===== src/rtl/seq_mul_param.sv =====
// Radix-2 shift-add sequential multiplier, WIDTH-bit operands, runtime signed/unsigned.
// Optional SEQ_MUL_EARLY_TERM_EN: finish as soon as the remaining multiplier bits are all zero.
//
// state | meaning
// IDLE  | waiting for start; op holds the last product
// RUN   | one shift-add step per clock on operand magnitudes
module seq_mul_param #(
   parameter int WIDTH = 8
) (
   input  logic                 clk,
   input  logic                 rst,
   input  logic                 start,
   input  logic                 sgn,
   input  logic [WIDTH-1:0]     a,
   input  logic [WIDTH-1:0]     b,
   output logic                 busy,
   output logic                 done,
   output logic [2*WIDTH-1:0]   op
);

   localparam int CW = $clog2(WIDTH + 1);
   localparam logic [CW-1:0] CNT_LAST = CW'(WIDTH);

   typedef enum logic {IDLE = 1'b0, RUN = 1'b1} state_t;

   state_t               state, state_nxt;
   logic                 load, last;
   logic [2*WIDTH-1:0]   mcand, acc, acc_nxt;
   logic [WIDTH-1:0]     mplier, mplier_sh, mag_a, mag_b;
   logic [CW-1:0]        cnt, cnt_nxt;
   logic                 neg;

   // Magnitudes stay exact for the most negative value since they are read as unsigned.
   always_comb begin
      mag_a     = (sgn && a[WIDTH-1]) ? -a : a;
      mag_b     = (sgn && b[WIDTH-1]) ? -b : b;
      acc_nxt   = acc + (mplier[0] ? mcand : '0);
      mplier_sh = mplier >> 1;
      cnt_nxt   = cnt + CW'(1);
`ifdef SEQ_MUL_EARLY_TERM_EN
      last      = (cnt_nxt == CNT_LAST) || (mplier_sh == '0);
`else
      last      = (cnt_nxt == CNT_LAST);
`endif
   end

   always_comb begin
      state_nxt = state;
      load      = 1'b0;
      unique case (state)
         IDLE: begin
            if (start) begin
               load      = 1'b1;
               state_nxt = RUN;
            end
         end
         RUN: begin
            if (last) state_nxt = IDLE;
         end
         default: state_nxt = IDLE;
      endcase
   end

   always_ff @(posedge clk) begin
      if (rst) begin
         state  <= IDLE;
         done   <= 1'b0;
         op     <= '0;
         mcand  <= '0;
         mplier <= '0;
         acc    <= '0;
         cnt    <= '0;
         neg    <= 1'b0;
      end else begin
         state <= state_nxt;
         done  <= 1'b0;
         if (load) begin
            mcand  <= {{WIDTH{1'b0}}, mag_a};
            mplier <= mag_b;
            neg    <= sgn & (a[WIDTH-1] ^ b[WIDTH-1]);
            acc    <= '0;
            cnt    <= '0;
         end else if (state == RUN) begin
            acc    <= acc_nxt;
            mcand  <= mcand << 1;
            mplier <= mplier_sh;
            cnt    <= cnt_nxt;
            if (last) begin
               op   <= neg ? -acc_nxt : acc_nxt;
               done <= 1'b1;
            end
         end
      end
   end

   assign busy = (state == RUN);

endmodule


===== config.mk =====
export PLATFORM = sky130hd
export DESIGN_NAME = seq_mul_param
export DESIGN_NICKNAME = d
export VERILOG_FILES = /design/src/rtl/seq_mul_param.sv
export SDC_FILE = /design/constraint.sdc
export NUM_CORES = 1
export LEC_CHECK = 0
export ABC_AREA = 1
export ABC_CLOCK_PERIOD_IN_PS = 3620
export CORE_UTILIZATION = 58
export CTS_CLUSTER_SIZE = 40
export DETAILED_ROUTE_END_ITERATION = 10
export PLACE_DENSITY_LB_ADDON = 0.3
export REMOVE_ABC_BUFFERS = 1
export SLEW_MARGIN = 30
export SYNTH_ARGS = -nofsm -noshare
export SYNTH_HDL_FRONTEND = slang
export SYNTH_SLANG_ARGS = --single-unit

===== constraint.sdc =====
create_clock -name clk -period 3.62 [get_ports clk]
set_clock_uncertainty 0.2 [all_clocks]
set_input_delay 0.543 -clock clk [delete_from_list [all_inputs] [get_ports clk]]
set_output_delay 0.543 -clock clk [all_outputs]
set_load 0.005 [all_outputs]

## After elaboration in Yosys (flattened, before gate mapping)

Cells that the tools add are included.

| cells by class | value |
|---|---|
| add/sub/neg operators | 5 |
| multipliers | 0 |
| div/mod/pow operators | 0 |
| $lt $le $gt $ge | 0 |
| equal/unequal tests | 1 |
| shifts and indexed selects | 0 |
| mux-type cells | 13 |
| bitwise gates (word level) | 4 |
| reduce and logical (&&, ||, !) cells | 6 |

Operator list:

| operator | number |
|---|---|
| 8-bit 2-to-1 mux | 6 |
| 16-bit 2-to-1 mux | 2 |
| 16-bit adder | 1 |
| 16-bit negation | 1 |
| 8-bit negation | 2 |
| 4-bit by 1-bit adder with 4-bit output, second input constant | 1 |
| 4-bit equality test, second input constant | 1 |
| 1-bit 2-to-1 mux | 4 |
| 3-bit AND reduction | 1 |
| 3-bit OR reduction | 1 |
| 1-bit logical AND | 2 |
| 1-bit inverter | 2 |
| 1-bit one-hot mux with 2 select lines | 1 |
| 2-bit nonzero test | 1 |
| 2-bit OR reduction | 1 |
| 1-bit bitwise AND | 1 |
| 1-bit bitwise XOR | 1 |

| storage, ports and cells | value |
|---|---|
| bits in registers | 63 |
| bits in latches | 0 |
| bits in writable memories | 0 |
| bits in read-only memories | 0 |
| input port bits | 20 |
| word-level logic and storage cells | 38 |
| memories kept | 0 |

## Logic depth before layout (Yosys ltp)

Gate-level depths: netlist of the first run.

| logic depth | value |
|---|---|
| depth in word-level cells | 4 |
| depth in mapped cells | 21 |
| gate-level depth less buffers | 19 |

## Least setup slack after synthesis of the first run

OpenSTA, ideal clock, no wires.

| timing path | value |
|---|---|
| path kind | reg-to-reg |
| start point | register mplier[0] |
| end point | register op[15] |
| arrival time | 2.407 ns |
| slack | 0.900 ns |
| cell stages (with the launch flop) | 18 |
| buffers on the path | 2 |
| period minus slack after synthesis | 2.720 ns |
| path through | dfxtp_1 clkbuf_1 clkbuf_1 nand2_1 inv_1 fa_1 inv_1 nand2_1 a21oi_2 nand3_1 nor2_2 nand3_2 nor2_4 nand2_2 nand2_4 nand4_1 nand3_1 nand2_1 |

| between the ends | value |
|---|---|
| longest elaborated chain between the ends | 4 |

Ends and longest elaborated chain:

| what | line | text |
|---|---|---|
| start: declaration | 29 | `logic [WIDTH-1:0] mplier, mplier_sh, mag_a, mag_b;` |
| start signal: assignment | 79 | `mplier <= mag_b;` |
| start signal: assignment | 86 | `mplier <= mplier_sh;` |
| 16-bit 2-to-1 mux | 37 | `acc_nxt = acc + (mplier[0] ? mcand : '0);` |
| 16-bit adder | 37 |  |
| named net acc_nxt[1] | 28 | `logic [2*WIDTH-1:0] mcand, acc, acc_nxt;` |
| 16-bit negation | 89 | `op <= neg ? -acc_nxt : acc_nxt;` |
| 16-bit 2-to-1 mux | 89 |  |
| end signal: assignment | 89 |  |
| end: declaration | 18 | `output logic [2*WIDTH-1:0] op` |

The timed path passes the listed nets, and every way through them passes these cells.
A chain may end at the register's enable or synchronous reset.

## Worst setup path in the final report of the first run

| timing path | value |
|---|---|
| start point | register mplier[0] |
| end point | register op[10] |

| between the ends | value |
|---|---|
| longest elaborated chain between the ends | 4 |

Ends and longest elaborated chain:

| what | line |
|---|---|
| 16-bit 2-to-1 mux * | 37 |
| 16-bit adder * | 37 |
| 16-bit negation | 89 |
| 16-bit 2-to-1 mux * | 89 |

Mark *: on every way between the ends. The rest lies on a longest branch, timed or not.

==> results of run 1 <==
[per-stage QoR]
stage	std cells	utilization	setup slack [ns]
after floorplan	619	-	0.5604
after global placement	742	0.6654	0.9422
after detailed placement	742	0.6654	0.9128
after CTS	758	0.6948	0.8834
after global routing	758	0.6948	0.6314
final	758	0.6948	0.8580
[cells by family (layout without fill, tap and decap cells)]
group                      Yosys count  in the layout  synth area share
AOI/OAI and AO/OA                  103            103            0.1486
xor gates and xnor gates             9              9           0.01950
adders and majority gates           20             20           0.06376
buffers and inverters              122            164            0.1133
DFF                                 63             63            0.3120
and+or+nand+nor                    319            319            0.3429
[routing by layer]
layer  global-route usage  vias to the layer above  wire length, um
met5                    0                        -                0
met4              0.08939                        0              176
met3              0.07004                       19              451
met2               0.4669                       91             4434
met1               0.3848                     1822             4621
li1                     -                     2102                -
[worst max-delay path by stage]
stage / to / slack, ns
finish: op[10] / 0.86
global route: op[10] / 0.63
CTS: op[10] / 0.88
detailed placement: op[10] / 0.91
global placement: op[15] / 0.94
floorplan: acc[3] / 0.56
[flip-flops by register name, indices dropped and copies added (netlist names)]
register / flops
acc: 16
mcand: 16
op: 16
mplier: 8
cnt: 4
busy: 1
done: 1
neg: 1
[worst min-delay path, cell delays in order (launching register included)]
cell and delay [ns]:
dfxtp_1 0.31, nand2_1 0.06, nand2_1 0.04
[Yosys cell counts (3+ instances only)]
cell type / n / area (sq um)
ha_1: 19 / 237.7
nand4_1: 6 / 37.54
o21ai_0: 23 / 115.1
nor2_1: 34 / 127.6
xnor2_1: 3 / 26.28
a22oi_1: 11 / 82.58
o211ai_1: 14 / 105.1
nand3b_1: 4 / 30.03
dfxtp_1: 63 / 1261
or2_2: 4 / 25.02
a21oi_1: 41 / 205.2
a31oi_1: 4 / 25.02
nand2_1: 200 / 750.7
buf_1: 3 / 11.26
inv_1: 104 / 390.4
nor3_1: 7 / 35.03
nor2_2: 4 / 25.02
nand3_2: 4 / 40.04
xor2_1: 6 / 52.55
nand2_2: 12 / 75.07
o21ai_1: 4 / 20.02
clkbuf_1: 14 / 52.55
nand3_1: 38 / 190.2
[power groups by stage]
stage | Clock [W] | Combinational (W) | Sequential [W]
5_1_grt | 0.000668 | 0.000267 | 0.000744
6_report | 0.000628 | 0.000238 | 0.000740
3_5_place_dp | 0 | 0.000234 | 0.000756
3_3_place_gp | 0 | 0.000227 | 0.000754
2_1_floorplan | 0 | 0.000152 | 0.000754
4_1_cts | 0.000634 | 0.000235 | 0.000740
[cell type report]
cell class                      instances  area (sq um)
Sequential cell                        63          1262
Clock inverter                          5         57.56
Inverter                              105         394.1
Multi-Input combinational cell        451          2323
Fill cell                             592          2062
Tap cell                               80         100.1
Timing Repair Buffer                   43         415.4
Clock buffer                           11         141.4
==> flow_summary.html, run 1 <==
<table>
<tr><th>Metric</th><th>Value</th></tr>
<tr><th colspan="2">Placed design</th></tr>
<tr><td>Count of buffers from port buffering</td><td>37</td></tr>
<tr><td>Placed cell area</td><td>4496 sq um</td></tr>
<tr><td>HPWL Detailed</td><td>7.418 mm</td></tr>
<tr><td>RD Place Congestion</td><td>0.9657</td></tr>
<tr><th colspan="2">Clock network</th></tr>
<tr><td>Clock latency of the later-clocked register in the worst-skew pair</td><td>0.36 ns</td></tr>
<tr><td>Setup fix buffers added after clock tree synthesis</td><td>0</td></tr>
<tr><td>TritonCTS buffer count</td><td>9</td></tr>
<tr><td>Clk buf depth</td><td>2</td></tr>
<tr><td>Clock root buffer master</td><td>clkbuf_8</td></tr>
<tr><td>Count of H-tree levels built during CTS</td><td>3</td></tr>
<tr><td># hold bufs at CTS</td><td>0</td></tr>
<tr><td>Clock transition at the register clock pins on the worst setup and hold paths after CTS</td><td>0.08 ns</td></tr>
<tr><td>Clock tree from TritonCTS</td><td>done</td></tr>
<tr><td>Number of clock sinks</td><td>63</td></tr>
<tr><td>Count of instances resized after the clock tree is built</td><td>0</td></tr>
<tr><th colspan="2">Worst setup path</th></tr>
<tr><td>Maximum fanout along the worst path</td><td>12</td></tr>
<tr><td>Crit path buffers/inverters</td><td>2</td></tr>
<tr><td>Kind of critical path</td><td>reg -&gt; reg</td></tr>
<tr><td>End of the worst register-to-register path</td><td>op[10]</td></tr>
<tr><td>Largest stage delay on the critical path</td><td>0.37 ns</td></tr>
<tr><td>Cell chain of the critical path</td><td>buf_4, nand2_1, inv_1, ha_1, nand2_1, nor2_1, nand3_1, nand3_1, nand2_1, nand2_1, nor2_1, nand2_1, nand2_2, xor2_1, o21ai_0</td></tr>
<tr><td>CP endpoint kind</td><td>flop</td></tr>
<tr><td>Critical R2R Launch</td><td>mplier[0]</td></tr>
<tr><td>Most used cell, CP</td><td>nand2_1</td></tr>
<tr><td>Flop2flop setup slack</td><td>0.86 ns</td></tr>
<tr><td>Required time of the critical path</td><td>3.70 ns</td></tr>
<tr><td>Kind of start point of the critical path</td><td>flop</td></tr>
<tr><td>Arrival time at the worst endpoint</td><td>2.84 ns</td></tr>
<tr><td>Total stage count of the critical path</td><td>15</td></tr>
<tr><td>CP Launch Point</td><td>mplier[0]</td></tr>
<tr><td>Slowest cell on crit path</td><td>ha_1</td></tr>
<tr><td>Worst path top cell family by delay</td><td>simple AND/OR/NAND/NOR gates</td></tr>
<tr><td>R2R cell count</td><td>15</td></tr>
<tr><th colspan="2">Drt</th></tr>
<tr><td>Via Count</td><td>4034</td></tr>
<tr><td>1st-iter DRT viols</td><td>326</td></tr>
<tr><td>Total iterations of the first detailed-routing run</td><td>5</td></tr>
<tr><td>Total wire length</td><td>9.683 mm</td></tr>
<tr><td>Detail Route Antenna Nets</td><td>0</td></tr>
<tr><td>Via count normalized by instance count</td><td>5.322</td></tr>
<tr><td>Count of unresolved DRC violations after routing</td><td>0</td></tr>
<tr><td>Average routed wire per standard cell</td><td>12.77 um</td></tr>
<tr><th colspan="2">Power and ir drop</th></tr>
<tr><td>Reg power frac</td><td>0.461</td></tr>
<tr><td>Cell area power density</td><td>342.2 nW/um^2</td></tr>
<tr><td>Part of the total power dissipated in the clock network</td><td>0.391</td></tr>
<tr><td>Sum of internal, switching and leakage power</td><td>0.001606 W</td></tr>
<tr><td>Comb pwr share</td><td>0.148</td></tr>
<tr><td>Switching part of the total power</td><td>0.2878</td></tr>
<tr><td>Switching component of the power</td><td>0.0004623 W</td></tr>
<tr><td>Max VDD drop</td><td>335.1 uV</td></tr>
<tr><td>Internal</td><td>0.001144 W</td></tr>
<tr><td>Static leakage</td><td>2.394 nW</td></tr>
<tr><th colspan="2">Hold path</th></tr>
<tr><td>Hold EP</td><td>op[15]</td></tr>
<tr><td>Worst hold path cell count</td><td>2</td></tr>
<tr><td>Critical hold path startpoint</td><td>op[15]</td></tr>
<tr><td>Worst hold path class</td><td>reg -&gt; reg</td></tr>
<tr><th colspan="2">Floorplanning</th></tr>
<tr><td>Core Area</td><td>6756 sq um</td></tr>
<tr><td>Number of core rows</td><td>30</td></tr>
<tr><td>Die footprint</td><td>7308 sq um</td></tr>
<tr><td>Chip width</td><td>85.49 um</td></tr>
<tr><td>Die boundary height</td><td>85.49 um</td></tr>
<tr><td>Initial core utilization</td><td>0.5983</td></tr>
<tr><td>Count of pins on the block boundary</td><td>38</td></tr>
<tr><th colspan="2">STA</th></tr>
<tr><td>Slew Limit Fails</td><td>0</td></tr>
<tr><td>Final sum of negative setup slack</td><td>0 ns</td></tr>
<tr><td>Fmax achieved</td><td>362.1 MHz</td></tr>
<tr><td>RSZ-0062 raised after global routing</td><td>false</td></tr>
<tr><td>Total setup violations reported at the end of the flow</td><td>0</td></tr>
<tr><td>Worst slew slack as a fraction of its limit</td><td>0.6127</td></tr>
<tr><td>Fin Hold WS</td><td>0.2535 ns</td></tr>
<tr><td>Final Hold Viols</td><td>0</td></tr>
<tr><td>Tightest Pin Transition</td><td>0.5803 ns</td></tr>
<tr><td>Fin crit share</td><td>0.7630</td></tr>
<tr><td>Post-layout minimum cycle time</td><td>2.762 ns</td></tr>
<tr><th colspan="2">Synthesis</th></tr>
<tr><td>Number of cells produced by synthesis</td><td>636</td></tr>
<tr><td>Sequential share of the synthesized area</td><td>0.3120</td></tr>
<tr><td>Flop and latch count out of synthesis</td><td>63</td></tr>
<tr><td>Prevailing post-synth register cell</td><td>dfxtp_1</td></tr>
<tr><td>Mean Syn Cell Area</td><td>6.356 sq um</td></tr>
<tr><td>Share of async-settable or async-resettable flops after synthesis</td><td>0</td></tr>
<tr><td>Netlist area before placement</td><td>4043 sq um</td></tr>
<tr><td>Post-synth EDFFs</td><td>0</td></tr>
<tr><td>Number of distinct library cells after synthesis</td><td>35</td></tr>
<tr><td>Number of warnings issued by yosys</td><td>0</td></tr>
<tr><th colspan="2">Finish</th></tr>
<tr><td>Proportion of layout cells with a drive suffix above 1</td><td>0.07522</td></tr>
<tr><td>Area growth, synth to finish</td><td>16.12%</td></tr>
<tr><td>Layout Nets</td><td>713</td></tr>
<tr><td>Antenna Diode Count</td><td>0</td></tr>
<tr><td>Commonest cells after routing, fill and taps aside</td><td>nand2_1 (200), inv_1 (104), dfxtp_1 (62)</td></tr>
<tr><td>Final std cell area, no fill</td><td>4695 sq um</td></tr>
<tr><td>Leading cell type in the layout, fill and taps excluded</td><td>nand2_1</td></tr>
<tr><th colspan="2">Global route</th></tr>
<tr><td>Maximum number of pins on one net before global-route repair</td><td>32</td></tr>
<tr><td>Total congestion overflow after global routing</td><td>0</td></tr>
<tr><td>Global-route wire length before repair</td><td>16.75 mm</td></tr>
<tr><td>Antenna violations before repair</td><td>0</td></tr>
<tr><td>Via count of the first global-routing pass</td><td>3718</td></tr>
<tr><td>Total track usage</td><td>0.2902</td></tr>
<tr><th colspan="2">Run status</th></tr>
<tr><td>Run status</td><td>completed</td></tr>
<tr><th colspan="2">Flow run</th></tr>
<tr><td>Max-cap violations</td><td>0</td></tr>
</table>
Note: power is estimated with default switching activity, not from simulation.
==> inputs of run 2 (changes only) <==
--- a/config.mk
+++ b/config.mk
@@ -6,8 +6,8 @@
 export NUM_CORES = 1
 export LEC_CHECK = 0
 export ABC_AREA = 1
-export ABC_CLOCK_PERIOD_IN_PS = 3620
-export CORE_UTILIZATION = 58
+export ABC_CLOCK_PERIOD_IN_PS = 2500
+export CORE_UTILIZATION = 52
 export CTS_CLUSTER_SIZE = 40
 export DETAILED_ROUTE_END_ITERATION = 10
 export PLACE_DENSITY_LB_ADDON = 0.3
==> constraint.sdc (replaced) <==
create_clock -name clk -period 2.5 [get_ports clk]
set_clock_uncertainty 0.2 [all_clocks]
set_input_delay 0.375 -clock clk [delete_from_list [all_inputs] [get_ports clk]]
set_output_delay 0.375 -clock clk [all_outputs]
set_load 0.005 [all_outputs]
==> run 2 against run 1 <==
Net effect:
- via count is 4.5% higher
- critical endpoint is now op[8]
- critical path depth is 1 lower
- the run now ends with negative setup slack left
- flip-flop and latch count stayed put
- hold slack worse by 0.0016 ns
- first-iteration DRC count is 37% lower
- register-to-register slack worse by 0.90 ns
- routed wire length is 6.0% higher
- final cell count is 6.2% higher
- highest routed layer unchanged
==> flow_summary.html, run 2 (synthesis results as in run 1) <==
<table>
<tr><th>Metric</th><th>Value</th></tr>
<tr><th colspan="2">Placed design</th></tr>
<tr><td>Placed cell area</td><td>4700 sq um (+4.5%)</td></tr>
<tr><td>RD Place Congestion</td><td>0.9556 (-1.0%)</td></tr>
<tr><td>HPWL Detailed</td><td>7.581 mm (+2.2%)</td></tr>
<tr><td>Count of buffers from port buffering</td><td>37 (unchanged)</td></tr>
<tr><th colspan="2">Floorplanning</th></tr>
<tr><td>Core Area</td><td>7370 sq um (+9.1%)</td></tr>
<tr><td>Die footprint</td><td>8131 sq um (+11%)</td></tr>
<tr><td>Chip width</td><td>90.17 um (+5.5%)</td></tr>
<tr><td>Initial core utilization</td><td>0.5486 (-0.04978)</td></tr>
<tr><td>Number of core rows</td><td>31 (+3.3%)</td></tr>
<tr><td>Count of pins on the block boundary</td><td>38 (unchanged)</td></tr>
<tr><td>Die boundary height</td><td>90.17 um (+5.5%)</td></tr>
<tr><th colspan="2">STA</th></tr>
<tr><td>Final Hold Viols</td><td>0 (unchanged)</td></tr>
<tr><td>Final setup slack of the worst path</td><td>-0.03770 ns (-0.8957 ns)</td></tr>
<tr><td>Tightest Pin Transition</td><td>0.5267 ns (-0.05364 ns)</td></tr>
<tr><td>Fin crit share</td><td>1.015 (+0.2521)</td></tr>
<tr><td>Slew Limit Fails</td><td>0 (unchanged)</td></tr>
<tr><td>RSZ-0062 raised after global routing</td><td>true</td></tr>
<tr><td>Worst slew slack as a fraction of its limit</td><td>0.6485 (+0.03580)</td></tr>
<tr><td>Post-layout minimum cycle time</td><td>2.538 ns (-0.2243 ns)</td></tr>
<tr><td>Total setup violations reported at the end of the flow</td><td>5 (+5)</td></tr>
<tr><td>Fmax achieved</td><td>394.1 MHz (+8.8%)</td></tr>
<tr><th colspan="2">Power and ir drop</th></tr>
<tr><td>Switching part of the total power</td><td>0.2707 (-0.01703)</td></tr>
<tr><td>Part of the total power dissipated in the clock network</td><td>0.410 (+0.019)</td></tr>
<tr><td>Max VDD drop</td><td>325.5 uV (-2.9%)</td></tr>
<tr><td>Internal</td><td>0.001830 W (+60%)</td></tr>
<tr><td>Sum of internal, switching and leakage power</td><td>0.002510 W (+56%)</td></tr>
<tr><td>Switching component of the power</td><td>0.0006794 W (+47%)</td></tr>
<tr><td>Reg power frac</td><td>0.427 (-0.034)</td></tr>
<tr><td>Static leakage</td><td>2.538 nW (+6.0%)</td></tr>
<tr><td>Comb pwr share</td><td>0.163 (+0.015)</td></tr>
<tr><td>Cell area power density</td><td>491.0 nW/um^2 (+43%)</td></tr>
<tr><th colspan="2">Drt</th></tr>
<tr><td>1st-iter DRT viols</td><td>206 (-37%)</td></tr>
<tr><td>Total iterations of the first detailed-routing run</td><td>5 (unchanged)</td></tr>
<tr><td>Count of unresolved DRC violations after routing</td><td>0 (unchanged)</td></tr>
<tr><td>Via count normalized by instance count</td><td>5.237 (-1.6%)</td></tr>
<tr><td>Detail Route Antenna Nets</td><td>0 (unchanged)</td></tr>
<tr><td>Via Count</td><td>4216 (+4.5%)</td></tr>
<tr><td>Total wire length</td><td>10.27 mm (+6.0%)</td></tr>
<tr><td>Average routed wire per standard cell</td><td>12.75 um (-0.18%)</td></tr>
<tr><th colspan="2">Clock network</th></tr>
<tr><td># hold bufs at CTS</td><td>0 (unchanged)</td></tr>
<tr><td>Count of H-tree levels built during CTS</td><td>3 (unchanged)</td></tr>
<tr><td>Clk buf depth</td><td>2 (unchanged)</td></tr>
<tr><td>Clock tree from TritonCTS</td><td>done</td></tr>
<tr><td>Number of clock sinks</td><td>63 (unchanged)</td></tr>
<tr><td>TritonCTS buffer count</td><td>9 (unchanged)</td></tr>
<tr><td>Clock transition at the register clock pins on the worst setup and hold paths after CTS</td><td>0.07 ns (about the same)</td></tr>
<tr><td>Clock latency of the later-clocked register in the worst-skew pair</td><td>0.35 ns (about the same)</td></tr>
<tr><td>Clock root buffer master</td><td>clkbuf_8</td></tr>
<tr><th colspan="2">Worst setup path</th></tr>
<tr><td>Kind of start point of the critical path</td><td>flop</td></tr>
<tr><td>Maximum fanout along the worst path</td><td>3 (-9)</td></tr>
<tr><td>Required time of the critical path</td><td>2.54 ns (-1.16 ns)</td></tr>
<tr><td>Kind of critical path</td><td>reg -&gt; reg</td></tr>
<tr><td>CP endpoint kind</td><td>flop</td></tr>
<tr><td>Arrival time at the worst endpoint</td><td>2.58 ns (-0.26 ns)</td></tr>
<tr><th colspan="2">Finish</th></tr>
<tr><td>Antenna Diode Count</td><td>0 (unchanged)</td></tr>
<tr><td>Largest registers</td><td>acc (16), mcand (16), op (16)</td></tr>
<tr><td>Leading cell type in the layout, fill and taps excluded</td><td>nand2_1</td></tr>
<tr><td>Commonest cells after routing, fill and taps aside</td><td>nand2_1 (192), inv_1 (101), dfxtp_1 (59)</td></tr>
<tr><td>Layout Nets</td><td>741 (+3.9%)</td></tr>
<tr><td>Area growth, synth to finish</td><td>26.43%</td></tr>
<tr><td>Final std cell area, no fill</td><td>5111 sq um (+8.9%)</td></tr>
<tr><td>Proportion of layout cells with a drive suffix above 1</td><td>0.1572 (+0.08200)</td></tr>
<tr><th colspan="2">Run status</th></tr>
<tr><td>Run status</td><td>finished with violations</td></tr>
<tr><td>Violated checks</td><td>negative setup slack</td></tr>
<tr><th colspan="2">Hold path</th></tr>
<tr><td>Worst hold path class</td><td>reg -&gt; reg</td></tr>
<tr><th colspan="2">Global route</th></tr>
<tr><td>Maximum number of pins on one net before global-route repair</td><td>22 (-31%)</td></tr>
<tr><td>Total congestion overflow after global routing</td><td>0 (unchanged)</td></tr>
<tr><td>Total track usage</td><td>0.2599 (-0.03027)</td></tr>
<tr><td>Via count of the first global-routing pass</td><td>3953 (+6.3%)</td></tr>
<tr><td>Global-route wire length before repair</td><td>17.18 mm (+2.6%)</td></tr>
<tr><td>Antenna violations before repair</td><td>0 (unchanged)</td></tr>
<tr><th colspan="2">Flow run</th></tr>
<tr><td>Max-cap violations</td><td>0 (unchanged)</td></tr>
</table>
run 2: power groups by stage:
stage               Combinational (W)  Sequential, W  Clock [W]
floorplan                    0.000221        0.00109          0
global placement             0.000370        0.00109          0
detailed placement           0.000380        0.00109          0
CTS                          0.000389        0.00107    0.00105
global route                 0.000452        0.00108    0.00109
finish                       0.000409        0.00107    0.00103
run 2: critical path, cell delays in order, from the launching register on:
cell and delay [ns]:
dfxtp_2 0.37, nand2_2 0.06, inv_2 0.06, ha_4 0.13, fa_2 0.46, inv_4 0.10, ha_4 0.13, inv_2 0.04
nor2_2 0.11, nand3_2 0.10, nor2_2 0.10, nand3_1 0.09, o21ai_1 0.24, xnor2_1 0.15, a21oi_1 0.08
run 2: layer usage:
metal	share of wire	GRT usage
met1	0.45	0.3159
met3	0.046	0.03892
met2	0.48	0.4561
met5	0	0
met4	0.019	0.1075
run 2: area by class of cell:
cell class | instances | area (sq um)
clock buffer | 11 | 151.4
multi-input combinational | 451 | 2460
sequential | 63 | 1266
timing repair buffer | 71 | 633.1
fill | 654 | 2258
tap | 99 | 123.9
clock inverter | 5 | 80.08
inverter | 105 | 396.6
run 2: final timing paths:
path	from	cells past startpoint	slack, ns	endpoint
max	mplier[0]	14	-0.04	op[8]
min	op[15]	2	0.25	op[15]
max reg2reg	mplier[0]	14	-0.04	op[8]
min reg2reg	op[15]	2	0.25	op[15]
run 2: what timing repair did:
item | in CTS | in global routing
setup endpoints to repair | 6 | 16
pin swaps | 9 | 9
gates cloned | 0 | 0
gates resized for setup | 14 | 25
setup buffers | 2 | 2
run 2: stage by stage:
step           hold slack [ns]   TNS [ns]  cells    util  worst slack (ns)
2_1_floorplan           0.2395     -11.61    619       -           -0.5596
3_3_place_gp            0.2359   -0.01607    785  0.6377          -0.01607
3_5_place_dp            0.2393    -0.3090    785  0.6377           -0.1025
4_1_cts                 0.2540  -0.004350    803  0.6764         -0.003012
5_1_grt                 0.2776     -1.097    805  0.6935           -0.1714
6_report                0.2519    -0.1102    805  0.6935          -0.03770
